===== src/rtl/sound_sequencer.sv =====
// Note sequencer: steps a writable {phase increment, duration} table on a tick
// and drives phase_inc/gate of the tone oscillator.
//
// state | meaning
// IDLE  | silent, waiting for start
// FETCH | reading entry[idx]; rd_valid marks the cycle the read data is usable
// PLAY  | note sounding; remaining counts ticks down to 1
module sound_sequencer #(
   parameter int NOTES     = 16,
   parameter int INC_W     = 24,
   parameter int DUR_W     = 12,
   parameter int TICK_DIV  = 25000,
   parameter int GAP_TICKS = 20,
   localparam int IDX_W    = $clog2(NOTES)
) (
   input  logic             clk_25mhz,
   input  logic             rst,
   input  logic             wr_en,
   input  logic [IDX_W-1:0] wr_addr,
   input  logic [INC_W-1:0] wr_inc,
   input  logic [DUR_W-1:0] wr_dur,
   input  logic             start,
   input  logic             stop,
   input  logic             loop,
   output logic [INC_W-1:0] phase_inc,
   output logic             gate,
   output logic             busy,
   output logic [IDX_W-1:0] note_idx,
   output logic             done
);

   localparam int PRE_W = (TICK_DIV > 1) ? $clog2(TICK_DIV) : 1;
   localparam logic [PRE_W-1:0] PRE_MAX = PRE_W'(TICK_DIV - 1);
   localparam logic [DUR_W-1:0] GAP     = DUR_W'(GAP_TICKS);

   typedef enum logic [1:0] {IDLE, FETCH, PLAY} state_t;

   state_t                   state, state_n;
   logic [IDX_W-1:0]         idx, idx_n;
   logic                     wrapped, wrapped_n;
   logic                     rd_valid, rd_valid_n;
   logic [DUR_W-1:0]         remaining, remaining_n;
   logic [PRE_W-1:0]         pre, pre_n;
   logic [INC_W-1:0]         phase_n;
   logic [IDX_W-1:0]         note_n;
   logic                     done_n;
   logic [INC_W+DUR_W-1:0]   mem [NOTES];
   logic [INC_W+DUR_W-1:0]   rd_data;
   logic [INC_W-1:0]         rd_inc;
   logic [DUR_W-1:0]         rd_dur;
   logic [IDX_W:0]           idx_inc;

   // Table is never reset; the read port samples idx every cycle, so the
   // data seen in the second FETCH cycle belongs to the current idx.
   always_ff @(posedge clk_25mhz) begin
      if (wr_en) mem[wr_addr] <= {wr_inc, wr_dur};
      rd_data <= mem[idx];
   end

   assign rd_inc  = rd_data[INC_W+DUR_W-1:DUR_W];
   assign rd_dur  = rd_data[DUR_W-1:0];
   assign idx_inc = {1'b0, idx} + (IDX_W+1)'(1);

   assign busy = (state != IDLE);
   assign gate = (state == PLAY) && (phase_inc != '0) && (remaining > GAP);

   always_ff @(posedge clk_25mhz) begin
      if (rst) begin
         state     <= IDLE;
         idx       <= '0;
         wrapped   <= 1'b0;
         rd_valid  <= 1'b0;
         remaining <= '0;
         pre       <= '0;
         phase_inc <= '0;
         note_idx  <= '0;
         done      <= 1'b0;
      end else begin
         state     <= state_n;
         idx       <= idx_n;
         wrapped   <= wrapped_n;
         rd_valid  <= rd_valid_n;
         remaining <= remaining_n;
         pre       <= pre_n;
         phase_inc <= phase_n;
         note_idx  <= note_n;
         done      <= done_n;
      end
   end

   always_comb begin
      state_n     = state;
      idx_n       = idx;
      wrapped_n   = wrapped;
      rd_valid_n  = rd_valid;
      remaining_n = remaining;
      pre_n       = pre;
      phase_n     = phase_inc;
      note_n      = note_idx;
      done_n      = 1'b0;

      case (state)
         IDLE: begin
            if (start) begin
               state_n    = FETCH;
               idx_n      = '0;
               wrapped_n  = 1'b0;
               rd_valid_n = 1'b0;
            end
         end
         FETCH: begin
            if (!rd_valid) begin
               rd_valid_n = 1'b1;
            end else begin
               rd_valid_n = 1'b0;
               if (wrapped || rd_dur == '0) begin
                  // A marker at entry 0 would restart onto itself forever.
                  if (loop && (wrapped || idx != '0)) begin
                     idx_n     = '0;
                     wrapped_n = 1'b0;
                  end else begin
                     state_n = IDLE;
                     phase_n = '0;
                     done_n  = 1'b1;
                  end
               end else begin
                  phase_n     = rd_inc;
                  remaining_n = rd_dur;
                  pre_n       = '0;
                  note_n      = idx;
                  state_n     = PLAY;
               end
            end
         end
         PLAY: begin
            if (pre == PRE_MAX) begin
               pre_n       = '0;
               remaining_n = remaining - DUR_W'(1);
               if (remaining == DUR_W'(1)) begin
                  idx_n      = idx_inc[IDX_W-1:0];
                  wrapped_n  = idx_inc[IDX_W];
                  rd_valid_n = 1'b0;
                  state_n    = FETCH;
               end
            end else begin
               pre_n = pre + PRE_W'(1);
            end
         end
         default: state_n = IDLE;
      endcase

      if (stop) begin
         state_n = IDLE;
         phase_n = '0;
         done_n  = 1'b0;
      end
   end

endmodule


===== config.mk =====
export PLATFORM = sky130hd
export DESIGN_NAME = sound_sequencer
export DESIGN_NICKNAME = d
export VERILOG_FILES = /design/src/rtl/sound_sequencer.sv
export SDC_FILE = /design/constraint.sdc
export NUM_CORES = 1
export LEC_CHECK = 0
export ABC_AREA = 1
export CELL_PAD_IN_SITES_DETAIL_PLACEMENT = 0
export CELL_PAD_IN_SITES_GLOBAL_PLACEMENT = 1
export CORE_MARGIN = 4
export CORE_UTILIZATION = 45
export CTS_BUF_LIST = sky130_fd_sc_hd__clkbuf_4
export DETAILED_ROUTE_END_ITERATION = 16
export PLACE_DENSITY = 0.73
export SLEW_MARGIN = 10
export SYNTH_ARGS = -nofsm -noshare
export SYNTH_HDL_FRONTEND = slang
export SYNTH_SLANG_ARGS = --single-unit

===== constraint.sdc =====
create_clock -name clk_25mhz -period 3.5 [get_ports clk_25mhz]
set_input_delay 0.7 -clock clk_25mhz [delete_from_list [all_inputs] [get_ports clk_25mhz]]
set_output_delay 0.7 -clock clk_25mhz [all_outputs]
set_load 0.005 [all_outputs]

==> impl_metrics.ini, run 1 <==
[status]
status = complete, no violations

[clocking]
h-tree-depth = 4
number_of_clock_sinks = 676
cts_tree = done
cts_root_buf = sky130_fd_sc_hd__clkbuf_4
cts_setup_buffers = 0
cts_hold_buffers = 0
max-clock-path-buffers = 3
clkSlewWorstSetupHoldPaths_ps = 70
numCtsBuffers = 169
insertion_delay_ps = 1010

[critical_path]
setup.worst_path.end_class = output port
timing.reg2reg.setup_slack_ps = 1180
crit-reg2reg-launch = idx[0]
cp_data_required_time_ps = 2800
ff2ff_path_depth = 5
highest_fanout_seen_on_the_critical_path = 24
cp.arrival_ps = 2590
criticalPathCategory = flop to output port
r2r_end = rd_data[24]
start_kind = flop

[sta]
worst_slew_pin_slew_ps = 1010
timing.max_slew.rel_slack = 0.328
setup_tns_ps = 0
timing_hold_violations_final = 0
clock.fmax_ghz = 0.304
layout_skew_ps = 56.3
setup_violations = 0
max_slew_violation_total_from_the_final_report = 0
rsz0062_at_grt = no
setup_ws_ps = 212
period_needed_ps = 3290
finalCritPeriodShare = 0.939

[drt]
routed_wire_length_per_instance_um = 21.0
route.antenna.remaining_nets = 0
drc_errors = 0
dr.pass1.iters = 5
num_vias = 17714
avgViaCountPerCell = 5.56
drt-initial-drc-count = 1857
drt_wl_total_um = 67000

[yosys]
yosysUniqueCellTypes = 37
synthCells = 2130
synth-edff-count = 576
post_synthesis_average_cell_area_um2 = 12.3
register_bit_count_reported_by_yosys = 676
net_count_synth = 2182
synthFlopType = sky130_fd_sc_hd__edfxtp_1
synth_top_area_frac = 0.661
yosysWarningCount = 0
asyncSetResetFlopFracSynth = 0
netlist_area_before_placement_um2 = 26200
synth_largest_area_cell = sky130_fd_sc_hd__edfxtp_1
synth-seq-area-share = 0.737
post_synth_main_area_contributors = sky130_fd_sc_hd__edfxtp_1 (66%), sky130_fd_sc_hd__dfxtp_1 (7.6%), sky130_fd_sc_hd__o21ai_0 (5.8%), sky130_fd_sc_hd__nor2_1 (5.3%), sky130_fd_sc_hd__nand2_1 (3.2%)

[hold_path]
hold_path_depth = 2
holdCritPathClass = flop to flop
hp-start = rd_data[26]
whs_endpoint = phase_inc[14]

[pwr]
pwr_density_cell_nw_per_um2 = 595
vdd_drop_max_mv = 0.359
power.static_leakage_nw = 10.1

[placed_design]
numPortBuffers = 76
finalWeightedCongestion = 0.791
detailedPlacementHpwl_um = 38100
place_worst_setup_slack_ps = 614

[floorplan]
dieArea_um2 = 62100
die-width_um = 249
boundaryPins = 77
core_region_area_um2 = 57700
core.rowCount = 88
initial_core_utilization = 0.454
floorplan.die.height_um = 249

[layout]
fin_nets = 2348
most_common_cell_after_layout_fill_and_taps_aside = sky130_fd_sc_hd__edfxtp_1
layout-drive-gt1-share = 0.150
most-common-layout-cells = sky130_fd_sc_hd__edfxtp_1 (576), sky130_fd_sc_hd__nor2_1 (356), sky130_fd_sc_hd__o21ai_0 (302)
synthToLayoutAreaGrowth_pct = 15.1

[global_route]
grt_max_degree = 192
initial_antenna_violation_count = 2
track_usage = 0.214
first_pass_grt_wire_length_um = 102000
first_global_vias = 17289
grt.overflow.total = 0

[job]
max-cap-violations = 0
==> cells in the mapped netlist, types with 2 or more instances <==
cell and count:
sky130_fd_sc_hd__a21oi_1 54, sky130_fd_sc_hd__a31o_2 2, sky130_fd_sc_hd__a31oi_1 2, sky130_fd_sc_hd__buf_1 8
sky130_fd_sc_hd__buf_2 23, sky130_fd_sc_hd__buf_4 4, sky130_fd_sc_hd__clkbuf_1 94, sky130_fd_sc_hd__dfxtp_1 100
sky130_fd_sc_hd__edfxtp_1 576, sky130_fd_sc_hd__ha_1 6, sky130_fd_sc_hd__inv_1 42, sky130_fd_sc_hd__inv_2 10
sky130_fd_sc_hd__nand2_1 224, sky130_fd_sc_hd__nand2_2 2, sky130_fd_sc_hd__nand2_4 3, sky130_fd_sc_hd__nand3_1 98
sky130_fd_sc_hd__nand4_1 9, sky130_fd_sc_hd__nor2_1 373, sky130_fd_sc_hd__nor2_2 3, sky130_fd_sc_hd__nor2_4 2
sky130_fd_sc_hd__nor3_1 10, sky130_fd_sc_hd__nor4_1 6, sky130_fd_sc_hd__o211ai_1 15, sky130_fd_sc_hd__o21ai_0 302
sky130_fd_sc_hd__o21ai_1 4, sky130_fd_sc_hd__o221ai_1 58, sky130_fd_sc_hd__o22ai_1 87, sky130_fd_sc_hd__or2_2 2
sky130_fd_sc_hd__xor2_1 3
==> routing by layer <==
layer / routed length [µm] / track usage / vias up
met5: 0 / 0 / -
li1: - / - / 8239
met2: 29900 / 0.315 / 723
met1: 29800 / 0.311 / 8671
met4: 1030 / 0.0604 / 0
met3: 6230 / 0.0642 / 81
==> power by group <==
group / switching [mW] / internal (mW)
combinational: 1.59 / 0.638
sequential: 0.147 / 9.05
clock: 3.11 / 3.38
==> how the worst max path moves through the flow <==
stage,startpoint,slack (ps),end,cells past startpoint
after floorplan,wr_addr[0],640,mem[13][0],4
after global placement,wr_addr[0],640,mem[9][31],6
after detailed placement,wr_en,610,mem[11][20],4
after CTS,state[1],0.2,gate,6
after global routing,remaining[8],7,gate,6
final,state[1],210,gate,6
==> sequential cells by signal, summed over array words and instances, names as in the netlist <==
| register | cells |
|---|---|
| done | 1 |
| idx | 4 |
| mem | 576 |
| note_idx | 4 |
| phase_inc | 24 |
| pre | 15 |
| rd_data | 36 |
| rd_valid | 1 |
| remaining | 12 |
| state | 2 |
| wrapped | 1 |
==> stage by stage <==
step                      instances  cell area, µm²  total power, mW   util  hold WS, ps
final                          3184           30100             17.9  0.522          403
after global routing           3183           30100             18.8  0.522          352
after CTS                      3182           30100             18.1  0.522          281
after detailed placement       2890           28000             11.6  0.485          440
after global placement         2890           28000             11.5  0.485          438
after floorplan                2130           26200             10.7      -          429
==> cell type report <==
cell class | count | area [µm²]
Timing Repair Buffer | 125 | 1270
Multi-Input combinational cell | 1271 | 6270
Inverter | 53 | 208
Clock inverter | 44 | 239
Sequential cell | 676 | 19300
Clock buffer | 248 | 1860
Fill cell | 4953 | 27600
Antenna cell | 2 | 5.00
Tap cell | 765 | 957
==> critical path, cell delays in order (launching register included) <==
cell and delay [ps]:
sky130_fd_sc_hd__dfxtp_1 430, sky130_fd_sc_hd__inv_2 60, sky130_fd_sc_hd__nor2_2 100, sky130_fd_sc_hd__buf_6 240
sky130_fd_sc_hd__o21ai_0 120, sky130_fd_sc_hd__nor2_1 120, sky130_fd_sc_hd__clkdlybuf4s50_1 510
==> logic make-up after synthesis <==
family / count (synthesis) / share of synthesized area
xor gates and xnor gates: 3 / 0.00100
muxes: 1 / 0.000382
adders and majority gates: 6 / 0.00287
buffers and inverters: 183 / 0.0282
and+or+nand+nor: 735 / 0.115
AOI/OAI and AO/OA: 526 / 0.115
DFF: 676 / 0.737
==> repair_timing <==
item	4_1_cts	5_1_grt
setup endpoints to repair	1	1
pin swaps	0	0
cloned	0	0
gates resized for setup	1	2
Note: power is estimated with default switching activity, not from simulation.
==> run 2: changes to the inputs <==
--- a/config.mk
+++ b/config.mk
@@ -8,7 +8,6 @@
 export ABC_AREA = 1
 export CELL_PAD_IN_SITES_DETAIL_PLACEMENT = 0
 export CELL_PAD_IN_SITES_GLOBAL_PLACEMENT = 1
-export CORE_MARGIN = 4
 export CORE_UTILIZATION = 45
 export CTS_BUF_LIST = sky130_fd_sc_hd__clkbuf_4
 export DETAILED_ROUTE_END_ITERATION = 16
==> run 2 against run 1 <==
The run now ends with DRC left. Combinational power decreased by 9.0%. Global-route usage increased by 0.73 points. Largest cell class unchanged. Power increased by 0.77%. Die area decreased by 4.8%. Register-to-register slack improved by 210 ps. Wire length decreased by 3.8%. Hold slack improved by 40 ps. Core utilization increased by 0.33 points. Highest routed layer is now met5. Critical path type unchanged. Fmax increased by 0.47%.
==> impl_metrics.ini, run 2 (synthesis gave the netlist of run 1 again) <==
[layout]
top_register = mem
most_common_cell_after_layout_fill_and_taps_aside = sky130_fd_sc_hd__edfxtp_1
most-common-layout-cells = sky130_fd_sc_hd__edfxtp_1 (576), sky130_fd_sc_hd__nor2_1 (356), sky130_fd_sc_hd__o21ai_0 (302)
layout-drive-gt1-share = 0.154
fin_nets = 2335
biggestRegsByFlops = mem x576, rd_data x36, phase_inc x24
synthToLayoutAreaGrowth_pct = 15.6
fillCellCount = 4928
number_of_flip_flops_under_the_largest_register_name = 576

[clocking]
max-clock-path-buffers = 3
cts_setup_buffers = 0
clkSlewWorstSetupHoldPaths_ps = 60
h-tree-depth = 4
cts_tree = done
cts_hold_buffers = 0
numCtsBuffers = 171
insertion_delay_ps = 990
number_of_clock_sinks = 676
cts_root_buf = sky130_fd_sc_hd__clkbuf_4

[drt]
avgViaCountPerCell = 5.52
route.antenna.remaining_nets = 0
num_vias = 17582
dr.pass1.iters = 12
drc_errors = 2
drt_wl_total_um = 64400
routed_wire_length_per_instance_um = 20.2
drt-initial-drc-count = 1303

[critical_path]
highest_fanout_seen_on_the_critical_path = 3
crit_path_start = phase_inc[15]
cp_data_required_time_ps = 2800
start_kind = flop
setup.worst_path.end_class = output port
crit-reg2reg-launch = idx[0]
cp.arrival_ps = 2570
criticalPathCategory = flop to output port

[global_route]
first_pass_grt_wire_length_um = 98900
grt.overflow.total = 0
track_usage = 0.221
first_global_vias = 17244
grt_max_degree = 207
initial_antenna_violation_count = 5

[sta]
rsz0062_at_grt = no
finalHoldWorstSlack_ps = 442
timing_hold_violations_final = 0
period_needed_ps = 3270
worst_slew_pin_slew_ps = 903
clock.fmax_ghz = 0.306
timing.max_slew.rel_slack = 0.398
finalCritPeriodShare = 0.935
setup_ws_ps = 227
setup_tns_ps = 0
max_slew_violation_total_from_the_final_report = 0
setup_violations = 0
layout_skew_ps = 54.4

[floorplan]
core.rowCount = 88
initial_core_utilization = 0.455
boundaryPins = 77
dieArea_um2 = 59100
core_region_area_um2 = 57600
die-width_um = 243
floorplan.die.height_um = 243

[status]
violations = DRC
status = finished, violations left

[placed_design]
finalWeightedCongestion = 0.796
numPortBuffers = 76
detailedPlacementHpwl_um = 33100
place_worst_setup_slack_ps = 782

[pwr]
p_comb_frac = 0.113
vdd_drop_max_mv = 0.374
switching_share_of_power = 0.260
pwr_density_cell_nw_per_um2 = 596
power.static_leakage_nw = 10.1
share_clk_of_total_power = 0.373
power.net_switching_mw = 4.70
p_int_mw = 13.3
reg_power_frac = 0.514

[hold_path]
holdCritPathClass = flop to flop
hp-start = rd_data[30]

[job]
max-cap-violations = 0
[run 2: cell types whose count changed in the layout (fill, tap and decap cells not counted), sizes merged]
cell | before | now
bufinv | 2 | 1
diode | 2 | 5
buf | 49 | 34
clkbuf | 248 | 283
inv | 59 | 53
clkinv | 34 | 20
[run 2: cell type report]
type / count / area (µm²) / area share
Sequential cell: 676 / 19300 / 0.638
Clock buffer: 283 / 2120 / 0.0702
Tap cell: 765 / 957 / 0.0316
Inverter: 53 / 208 / 0.00686
Timing Repair Buffer: 110 / 1250 / 0.0414
Clock inverter: 23 / 120 / 0.00397
Multi-Input combinational cell: 1271 / 6270 / 0.207
Antenna cell: 5 / 12.5 / 0.000414
[run 2: final timing paths]
check / end / slack, ps / depth (start not counted)
worst max-delay path: gate / 230 / 5
worst min-delay path: phase_inc[18] / 440 / 2
worst max register to register: rd_data[1] / 1390 / 6
worst min register to register: phase_inc[18] / 440 / 2
[run 2: per-stage QoR]
step                utilization  cells  cell area, µm²  power [mW]
floorplan                     -   2130           26200        10.7
global placement          0.486   2875           28000        11.4
detailed placement        0.486   2875           28000        11.5
CTS                       0.525   3181           30200        18.2
global route              0.525   3182           30200        18.9
finish                    0.525   3186           30300        18.0
[run 2: timing repair]
item / 4_1_cts / 5_1_grt
resized for setup: 1 / 1
setup endpoints to repair: 1 / 1
pin swaps: 0 / 0
[run 2: power groups by stage]
stage / Sequential [mW] / Combinational (mW) / Clock [mW]
6_report: 9.28 / 2.03 / 6.73
5_1_grt: 9.30 / 2.28 / 7.29
4_1_cts: 9.27 / 2.04 / 6.91
3_5_place_dp: 9.44 / 2.03 / 0
3_3_place_gp: 9.44 / 1.99 / 0
2_1_floorplan: 9.29 / 1.36 / 0
[run 2: worst max-delay path: stages (launching register included)]
cell                              delay, ps
sky130_fd_sc_hd__dfxtp_1                320
sky130_fd_sc_hd__nor4_1                 400
sky130_fd_sc_hd__nand4_1                200
sky130_fd_sc_hd__o21ai_0                180
sky130_fd_sc_hd__nor2_1                  50
sky130_fd_sc_hd__clkdlybuf4s50_1        430
[run 2: metal layers]
layer | up-vias | GRT usage | wire length, µm
met5 | - | 0 | 11
met2 | 631 | 0.334 | 29200
li1 | 8238 | - | -
met3 | 118 | 0.0666 | 5330
met4 | 2 | 0.0792 | 1180
met1 | 8593 | 0.303 | 28700
==> run 3: changes to the inputs <==
--- a/config.mk
+++ b/config.mk
@@ -8,10 +8,10 @@
 export ABC_AREA = 1
 export CELL_PAD_IN_SITES_DETAIL_PLACEMENT = 0
 export CELL_PAD_IN_SITES_GLOBAL_PLACEMENT = 1
-export CORE_UTILIZATION = 45
+export CORE_UTILIZATION = 52
 export CTS_BUF_LIST = sky130_fd_sc_hd__clkbuf_4
 export DETAILED_ROUTE_END_ITERATION = 16
-export PLACE_DENSITY = 0.73
+export PLACE_DENSITY = 0.82
 export SLEW_MARGIN = 10
 export SYNTH_ARGS = -nofsm -noshare
 export SYNTH_HDL_FRONTEND = slang
==> run 3 against run 2 <==
Wire length decreased by 2.8%. Largest cell class unchanged. Final area decreased by 0.58%. Highest routed layer is now met4. The run now ends clean. Non-clock buffer count rose by 8. Fmax shrank 0.14%. Register-to-register slack worse by 340 ps. Flip-flop and latch count unchanged. Critical endpoint unchanged. Via count is 0.19% higher. Critical path depth did not move. Final cell count down 2.7%. Core utilization grew 8.5 points. Hold slack got worse by 2.9 ps.
==> impl_metrics.ini, run 3 (synthesis gave the netlist of run 1 again) <==
[status]
status = complete, no violations

[global_route]
grt.overflow.total = 0
grt-busiest-layer = met2
first_pass_grt_wire_length_um = 97000
grt_max_degree = 195
initial_antenna_violation_count = 4
track_usage = 0.254
grt.met1_usage = 0.342
met3_use_gr = 0.0709
first_global_vias = 17421
global_route.usage.met2 = 0.394

[critical_path]
slowest_delay_ps = 440
crit_path_top_delay_cell = sky130_fd_sc_hd__clkdlybuf4s50_1
cp.arrival_ps = 2580
criticalPathCategory = flop to output port
highest_fanout_seen_on_the_critical_path = 3
cp_data_required_time_ps = 2800
setup.worst_path.end_class = output port
start_kind = flop
path_cells = nor4_1 > nand4_1 > o21ai_0 > nor2_1 > clkdlybuf4s50_1

[pwr]
reg_power_frac = 0.512
switching_share_of_power = 0.265
share_clk_of_total_power = 0.375
total_power_mw = 18.1
power.static_leakage_nw = 10.1
power.net_switching_mw = 4.80
p_comb_frac = 0.113
p_int_mw = 13.3
pwr_density_cell_nw_per_um2 = 602
vdd_drop_max_mv = 0.299

[layout]
biggestRegsByFlops = mem x576, rd_data x36, phase_inc x24
fillCellCount = 3975
layout.cell_area.non_filler_um2 = 30100
most_common_cell_after_layout_fill_and_taps_aside = sky130_fd_sc_hd__edfxtp_1
layout-drive-gt1-share = 0.154
most-common-layout-cells = sky130_fd_sc_hd__edfxtp_1 (576), sky130_fd_sc_hd__nor2_1 (356), sky130_fd_sc_hd__o21ai_0 (302)
fin_nets = 2341
synthToLayoutAreaGrowth_pct = 14.9
number_of_flip_flops_under_the_largest_register_name = 576
top_register = mem

[sta]
timing_hold_violations_final = 0
max_slew_violation_total_from_the_final_report = 0
finalCritPeriodShare = 0.936
layout_skew_ps = 46.0
setup_tns_ps = 0
period_needed_ps = 3280
setup_violations = 0
worst_slew_pin_slew_ps = 1160
clock.fmax_ghz = 0.305
rsz0062_at_grt = no
timing.max_slew.rel_slack = 0.229

[clocking]
number_of_clock_sinks = 676
cts_tree = done
clkSlewWorstSetupHoldPaths_ps = 60
max-clock-path-buffers = 3
insertion_delay_ps = 1010
h-tree-depth = 4
numCtsBuffers = 169
cts_root_buf = sky130_fd_sc_hd__clkbuf_4
cts_setup_buffers = 0

[job]
max-cap-violations = 0

[floorplan]
boundaryPins = 77
core.rowCount = 81
die-width_um = 226
core_region_area_um2 = 49300
floorplan.die.height_um = 226
dieArea_um2 = 51200
initial_core_utilization = 0.532

[placed_design]
detailedPlacementHpwl_um = 34000
finalWeightedCongestion = 0.802
numPortBuffers = 76
postPlaceCellArea_um2 = 27800

[drt]
num_vias = 17615
drt-initial-drc-count = 1757
drc_errors = 0
drt_wl_total_um = 62600
routed_wire_length_per_instance_um = 20.2
avgViaCountPerCell = 5.68
dr.pass1.iters = 5
route.antenna.remaining_nets = 0

[hold_path]
holdCritPathClass = primary input to flop
run 3: power groups by stage:
stage | Sequential [mW] | Clock (mW) | Combinational [mW]
floorplan | 9.29 | 0 | 1.36
global placement | 9.43 | 0 | 1.98
detailed placement | 9.44 | 0 | 2.03
CTS | 9.26 | 6.94 | 2.04
global route | 9.29 | 7.36 | 2.28
finish | 9.27 | 6.80 | 2.04
run 3: critical path: cells and delay by family, from the launching register on:
| family | cells | cell delay [ps] |
|---|---|---|
| simple gates | 3 | 650 |
| buf+inv | 1 | 440 |
| flops | 1 | 330 |
| compound gates | 1 | 170 |
run 3: area by class of cell:
cell class	instances	area, µm²	area share
antenna	7	17.5	0.000582
clock inverter	47	299	0.00994
multi-input combinational	1271	6270	0.208
inverter	53	205	0.00682
clock buffer	263	1970	0.0656
sequential	676	19300	0.642
tap	664	831	0.0276
timing repair buffer	118	1180	0.0391
run 3: per-stage QoR:
step	util	hold WS (ps)	setup slack [ps]	cells
after floorplan	-	429	645	2130
after global placement	0.564	438	807	2782
after detailed placement	0.564	439	776	2782
after CTS	0.610	329	35.3	3092
after global routing	0.611	409	8.28	3096
final	0.611	440	223	3099
run 3: metal layers:
| metal | wire (µm) | share of wire | vias to the layer above |
|---|---|---|---|
| met5 | 0 | 0 | - |
| met4 | 1180 | 0.019 | 0 |
| met3 | 5170 | 0.083 | 87 |
| met2 | 29000 | 0.46 | 635 |
| met1 | 27200 | 0.43 | 8648 |
| li1 | - | - | 8245 |
run 3: path summary, 6_finish.rpt:
| kind | start | end | slack (ps) | cells after the start |
|---|---|---|---|---|
| worst max-delay path | phase_inc[15] | gate | 220 | 5 |
| worst min register to register | rd_data[31] | phase_inc[19] | 450 | 2 |
| worst min-delay path | loop | done | 440 | 4 |
| worst max register to register | idx[1] | phase_inc[1] | 1050 | 9 |
run 3: timing repair:
item,4_1_cts,5_1_grt
endpoints found under the hold margin,0,0
endpoints found under the setup margin,0,1
hold buffers,0,0
gates resized for setup,0,1
